==> src/rtl/dlx_branch_pkg.sv <==
// Shared encodings for the EX-stage branch resolution logic.
package dlx_branch_pkg;

  // BR_TYPE[1:0] kind field
  localparam logic [1:0] BR_NONE = 2'b00;
  localparam logic [1:0] BR_COND = 2'b01;
  localparam logic [1:0] BR_JIMM = 2'b10;
  localparam logic [1:0] BR_JREG = 2'b11;

  // BR_TYPE bit that requests a link writeback
  localparam int BR_LINK = 2;

  // Flush down-counter width, enough for up to 7 squashed slots
  localparam int FCNT_W = 3;

  typedef enum logic {
    ST_IDLE  = 1'b0,
    ST_FLUSH = 1'b1
  } br_state_t;

endpackage

==> src/rtl/branch_target_gen.sv <==
// Combinational decode: taken decision, target select and misalign check.
module branch_target_gen
  import dlx_branch_pkg::*;
#(
  parameter int WIDTH = 32
) (
  input  logic [2:0]       br_type,
  input  logic             comp_out,
  input  logic [WIDTH-1:0] pc_plus4,
  input  logic [WIDTH-1:0] imm,
  input  logic [WIDTH-1:0] reg_a,
  output logic             taken,
  output logic             link,
  output logic             misalign,
  output logic [WIDTH-1:0] target
);

  logic [1:0] kind;
  assign kind = br_type[1:0];

  // Taken decision per branch kind
  always_comb begin
    taken = 1'b0;
    case (kind)
      BR_COND: taken = comp_out;
      BR_JIMM: taken = 1'b1;
      BR_JREG: taken = 1'b1;
      default: taken = 1'b0;
    endcase
  end

  // Link only meaningful on jumps; link+none/cond silently degrades to no link
  assign link = br_type[BR_LINK] & kind[1];

  // Register jumps take REG_A, everything else is PC-relative (wraps freely)
  assign target = (kind == BR_JREG) ? reg_a : pc_plus4 + imm;

  assign misalign = taken & (|target[1:0]);

endmodule

==> src/rtl/branch_resolve.sv <==
// EX-stage branch resolution: redirect/flush FSM, link writeback, taken counter.
module branch_resolve
  import dlx_branch_pkg::*;
#(
  parameter int WIDTH       = 32,
  parameter int FLUSH_SLOTS = 2,
  parameter int CNT_W       = 16
) (
  input  logic             CLK,
  input  logic             RESET,
  input  logic             EX_VALID,
  input  logic             STALL,
  input  logic [2:0]       BR_TYPE,
  input  logic             COMP_OUT,
  input  logic [WIDTH-1:0] PC_PLUS4,
  input  logic [WIDTH-1:0] IMM,
  input  logic [WIDTH-1:0] REG_A,
  input  logic             CNT_CLR,
  output logic             REDIRECT,
  output logic [WIDTH-1:0] REDIRECT_PC,
  output logic             FLUSH,
  output logic             LINK_WE,
  output logic [WIDTH-1:0] LINK_VAL,
  output logic             TRAP_MISALIGN,
  output logic [CNT_W-1:0] BR_TAKEN_CNT
);

  localparam logic [FCNT_W-1:0] FLUSH_INIT = FCNT_W'(FLUSH_SLOTS);

  br_state_t         state, state_nxt;
  logic [FCNT_W-1:0] fcnt, fcnt_nxt;

  logic             taken, link, misalign;
  logic [WIDTH-1:0] target;
  logic             accept, go, trap;

  branch_target_gen #(.WIDTH(WIDTH)) u_tgt (
    .br_type  (BR_TYPE),
    .comp_out (COMP_OUT),
    .pc_plus4 (PC_PLUS4),
    .imm      (IMM),
    .reg_a    (REG_A),
    .taken    (taken),
    .link     (link),
    .misalign (misalign),
    .target   (target)
  );

  // Wrong-path instructions during FLUSH are never accepted
  assign accept = EX_VALID & ~STALL & (state == ST_IDLE);
  assign go     = accept & taken & ~misalign;
  assign trap   = accept & taken & misalign;

  // State and flush counter registers
  always_ff @(posedge CLK or posedge RESET) begin
    if (RESET) begin
      state <= ST_IDLE;
      fcnt  <= '0;
    end else begin
      state <= state_nxt;
      fcnt  <= fcnt_nxt;
    end
  end

  // Next-state: enter FLUSH on redirect, count down on unstalled edges
  always_comb begin
    state_nxt = state;
    fcnt_nxt  = fcnt;
    case (state)
      ST_IDLE: begin
        if (go) begin
          state_nxt = ST_FLUSH;
          fcnt_nxt  = FLUSH_INIT;
        end
      end
      ST_FLUSH: begin
        if (!STALL) begin
          if (fcnt <= FCNT_W'(1)) begin
            state_nxt = ST_IDLE;
            fcnt_nxt  = '0;
          end else begin
            fcnt_nxt = fcnt - FCNT_W'(1);
          end
        end
      end
      default: begin
        state_nxt = ST_IDLE;
        fcnt_nxt  = '0;
      end
    endcase
  end

  // FLUSH decodes straight off the state flop so reset drops it immediately
  assign FLUSH = (state == ST_FLUSH);

  // Single-cycle pulses; they clear on the next edge regardless of STALL
  always_ff @(posedge CLK or posedge RESET) begin
    if (RESET) begin
      REDIRECT      <= 1'b0;
      REDIRECT_PC   <= '0;
      LINK_WE       <= 1'b0;
      LINK_VAL      <= '0;
      TRAP_MISALIGN <= 1'b0;
    end else begin
      REDIRECT      <= go;
      REDIRECT_PC   <= go ? target : '0;
      LINK_WE       <= go & link;
      LINK_VAL      <= (go & link) ? PC_PLUS4 : '0;
      TRAP_MISALIGN <= trap;
    end
  end

  // Saturating taken counter; clear beats increment
  always_ff @(posedge CLK or posedge RESET) begin
    if (RESET)
      BR_TAKEN_CNT <= '0;
    else if (CNT_CLR)
      BR_TAKEN_CNT <= '0;
    else if (go && !(&BR_TAKEN_CNT))
      BR_TAKEN_CNT <= BR_TAKEN_CNT + CNT_W'(1);
  end

endmodule

==> config.mk <==
export PLATFORM = sky130hd
export DESIGN_NAME = branch_resolve
export DESIGN_NICKNAME = d
export VERILOG_FILES = /design/src/rtl/dlx_branch_pkg.sv /design/src/rtl/branch_target_gen.sv /design/src/rtl/branch_resolve.sv
export SDC_FILE = /design/constraint.sdc
export NUM_CORES = 1
export LEC_CHECK = 0
export CAP_MARGIN = 30
export CORE_UTILIZATION = 45
export CTS_CLUSTER_SIZE = 28
export DETAILED_ROUTE_END_ITERATION = 7
export PLACE_DENSITY = 0.91
export RECOVER_POWER = 50
export SYNTH_ARGS = -nofsm -noshare
export SYNTH_HDL_FRONTEND = slang
export SYNTH_SLANG_ARGS = --single-unit
==> constraint.sdc <==
create_clock -name CLK -period 3.1 [get_ports CLK]
set_input_delay 0.62 -clock CLK [delete_from_list [all_inputs] [get_ports CLK]]
set_output_delay 0.62 -clock CLK [all_outputs]
set_load 0.01 [all_outputs]
==> flow_metrics.env <==
export IMPL_status="finished clean"
export IMPL_path_class="input port to flop"
export IMPL_tightest_slew_ns=1.40
export IMPL_synth_edf_count=0
export IMPL_synth_top_family_by_area="simple AND/OR/NAND/NOR gates"
export IMPL_layout_drive_gt1_share=0.111
export IMPL_crit_path_start_kind="input port"
export IMPL_clk_path_buf_depth=2
export IMPL_antenna_cells=0
export IMPL_drv_cap=0
export IMPL_cp_slowest_cell="clkdlybuf4s50_1"
export IMPL_die_height_um=108
export IMPL_synthMuxAreaShare=0.00594
export IMPL_yosysTopAreaCellShare=0.431
export IMPL_p_sw_frac=0.316
export IMPL_cts_tree="yes"
export IMPL_nNetsFinal=911
export IMPL_htree_levels=3
export IMPL_pin_count=189
export IMPL_port_buffers=188
export IMPL_drtIter0Drc=278
export IMPL_p_int_mw=1.98
export IMPL_cts_sinks=87
export IMPL_synth_most_common_cell="dfrtp_1"
export IMPL_crit_required_ns=3.41
export IMPL_yosysWarnings=0
export IMPL_utilization=0.706
export IMPL_p_per_area_nw_per_um2=377
export IMPL_seqPwrFrac=0.417
export IMPL_post_layout_nonfiller_instances=917
export IMPL_period_share=0.989
export IMPL_synth_cell_types=57
export IMPL_synth_area_per_cell_um2=9.34
export IMPL_clkLatencyLatePin_ns=0.37
export IMPL_syn_instance_count=541
export IMPL_vias_per_cell=5.60
export IMPL_place_inst=897
export IMPL_crit_chain="clkdlybuf4s50_1 -> ha_1 -> fa_2 -> a211oi_2 -> o21ai_2 -> o2111ai_2 -> and3_4 -> o41ai_4 -> a31oi_2 -> or4_1 -> nand3_1"
export IMPL_vias=5132
export IMPL_power_switching_uw=915
export IMPL_drv_slew=0
export IMPL_cp_slowest_stage_delay_ns=0.49
export IMPL_p_clk_frac=0.290
export IMPL_hpwl_mm=12.1
export IMPL_cp_max_fo=4
export IMPL_end_kind="flop"
export IMPL_yosys_area_share_adder=0.0857
export IMPL_wl_per_cell_um=17.3
export IMPL_total_leakage_power_nw=3.56
export IMPL_drt_pass1_iterations=4
export IMPL_synthFlopType="dfrtp_1"
export IMPL_synth_simple_gate_area_frac=0.194
export IMPL_p_comb_frac=0.293
export IMPL_drc=0
export IMPL_track_usage=0.274
export IMPL_initial_utilization=0.464
export IMPL_relSlewSlack=0.0636
export IMPL_hp_class="flop to flop"
export IMPL_fmax_mhz=326
export IMPL_min_period_ns=3.07
export IMPL_timing_hold_ws_ns=0.508
export IMPL_synth_top_cells_by_area="dfrtp_1 (43%), ha_1 (8.2%), nand2_1 (5.3%)"
export IMPL_cts_buffers_inserted=9
export IMPL_synth_xor_area_share=0.0693
export IMPL_clockRootBuffer="clkbuf_8"
export IMPL_grt_pass1_vias=5198
export IMPL_crit_arrival_ns=3.38
export IMPL_row_count=38
export IMPL_post_place_ws_ns=-0.464
export IMPL_antenna_found_initial=0
export IMPL_synth_seq_cells=87
export IMPL_place_congestion=1.09
export IMPL_routed_wl_mm=15.9
export IMPL_grt_max_degree=59
export IMPL_die_area_um2=11700
export IMPL_synth_compound_area_frac=0.187
export IMPL_coreArea_um2=10900
export IMPL_clock_skew_ns=0.00665
export IMPL_area_delta_synth_final_pct=52.1
export IMPL_setup_viol=0
export IMPL_final_hold_violation_count=0
export IMPL_ir_worst_vdd_v=0.000213
export IMPL_overflow=0
export IMPL_ys_top_cells_by_count="dfrtp_1 (87), nand2_1 (71), a21oi_1 (44), nor2_1 (36), and2_1 (35)"
export IMPL_yosysSeqAreaShare=0.431
export IMPL_ant_nets=0
export IMPL_syn_cell_area_um2=5050
export IMPL_die_w_um=108
export IMPL_grt_first_pass_wirelength_mm=24.8
export IMPL_synth_top_area_cell="dfrtp_1"
export IMPL_worst_slack_ns=0.0335
export IMPL_cts_clk_slew_worst_paths_ns=0.09
export IMPL_async_flop_share=1.00
layout make-up:
class,count,area [µm²]
Clock buffer,9,124
Clock inverter,7,80.1
Fill cell,792,3200
Inverter,12,46.3
Multi-Input combinational cell,420,2780
Sequential cell,87,2180
Tap cell,140,175
Timing Repair Buffer,242,2300
cells by family (layout without fill, tap and decap cells):
group	after synthesis	in the layout
compound gates	142	142
xor+xnor	40	40
fa+ha+maj	34	34
buf+inv	35	270
flops	87	87
mux	3	3
other cells	1	2
simple gates	199	199
cells in the final DEF (no fill, tap or decap), drive strengths merged, types with 14 or more instances in the layout:
master         count
a21oi             44
inv               14
xnor2             18
ha                33
o21ai             32
dlygate4sd3       41
nand2             71
xor2              22
buf               53
clkdlybuf4s50    147
nand3             20
and2              35
nor2              36
dfrtp             87
power groups by stage:
stage | registers, mW | logic [mW] | clock network (mW)
finish | 1.21 | 0.848 | 0.840
CTS | 1.21 | 0.830 | 0.852
floorplan | 1.23 | 0.437 | 0
global route | 1.21 | 0.919 | 0.893
global placement | 1.22 | 0.784 | 0
detailed placement | 1.23 | 0.822 | 0
worst max-delay path: cells and delay by family:
kind / cells / cell delay [ns]
AOI/OAI and AO/OA: 5 / 1.05
adders and majority gates: 2 / 0.44
buffers and inverters: 1 / 0.49
and+or+nand+nor: 3 / 0.78
worst paths after layout:
path / startpoint / endpoint / slack, ns / depth (start not counted)
setup / recovery: PC_PLUS4[0] / REDIRECT_PC[24] / 0.03 / 11
hold / removal: fcnt[0] / fcnt[0] / 0.51 / 1
setup reg to reg: FLUSH / BR_TAKEN_CNT[3] / 0.78 / 8
hold reg to reg: fcnt[0] / fcnt[0] / 0.51 / 1
max in group asynchronous: RESET / LINK_VAL[11] / 0.62 / 3
min in group asynchronous: RESET / LINK_VAL[28] / 1.00 / 2
flip-flops by register name, summed over array words and instances (netlist names):
name           count
LINK_VAL          32
REDIRECT_PC       32
BR_TAKEN_CNT      16
fcnt               3
FLUSH              1
LINK_WE            1
REDIRECT           1
TRAP_MISALIGN      1
metal layers:
metal | share of wire | GRT usage | vias up
met5 | 0 | 0 | -
met4 | 0.026 | 0.130 | 0
met3 | 0.074 | 0.0446 | 40
met2 | 0.51 | 0.483 | 278
met1 | 0.39 | 0.323 | 2449
li1 | - | - | 2365
metrics by stage:
stage          area, µm²  power [mW]  TNS (ns)
2_1_floorplan       5060        1.67         0
3_3_place_gp        7420        2.01     -3.10
3_5_place_dp        7420        2.05     -6.96
4_1_cts             7630        2.89         0
5_1_grt             7680        3.02    -0.131
6_report            7680        2.89         0
what timing repair did:
item,4_1_cts,5_1_grt
pin swaps,0,2
endpoints found under the hold margin,0,0
setup endpoints to repair,2,5
hold buffers,0,0
gates resized for setup,1,5
setup buffers,0,4
Power figures use the tool's default switching activity.
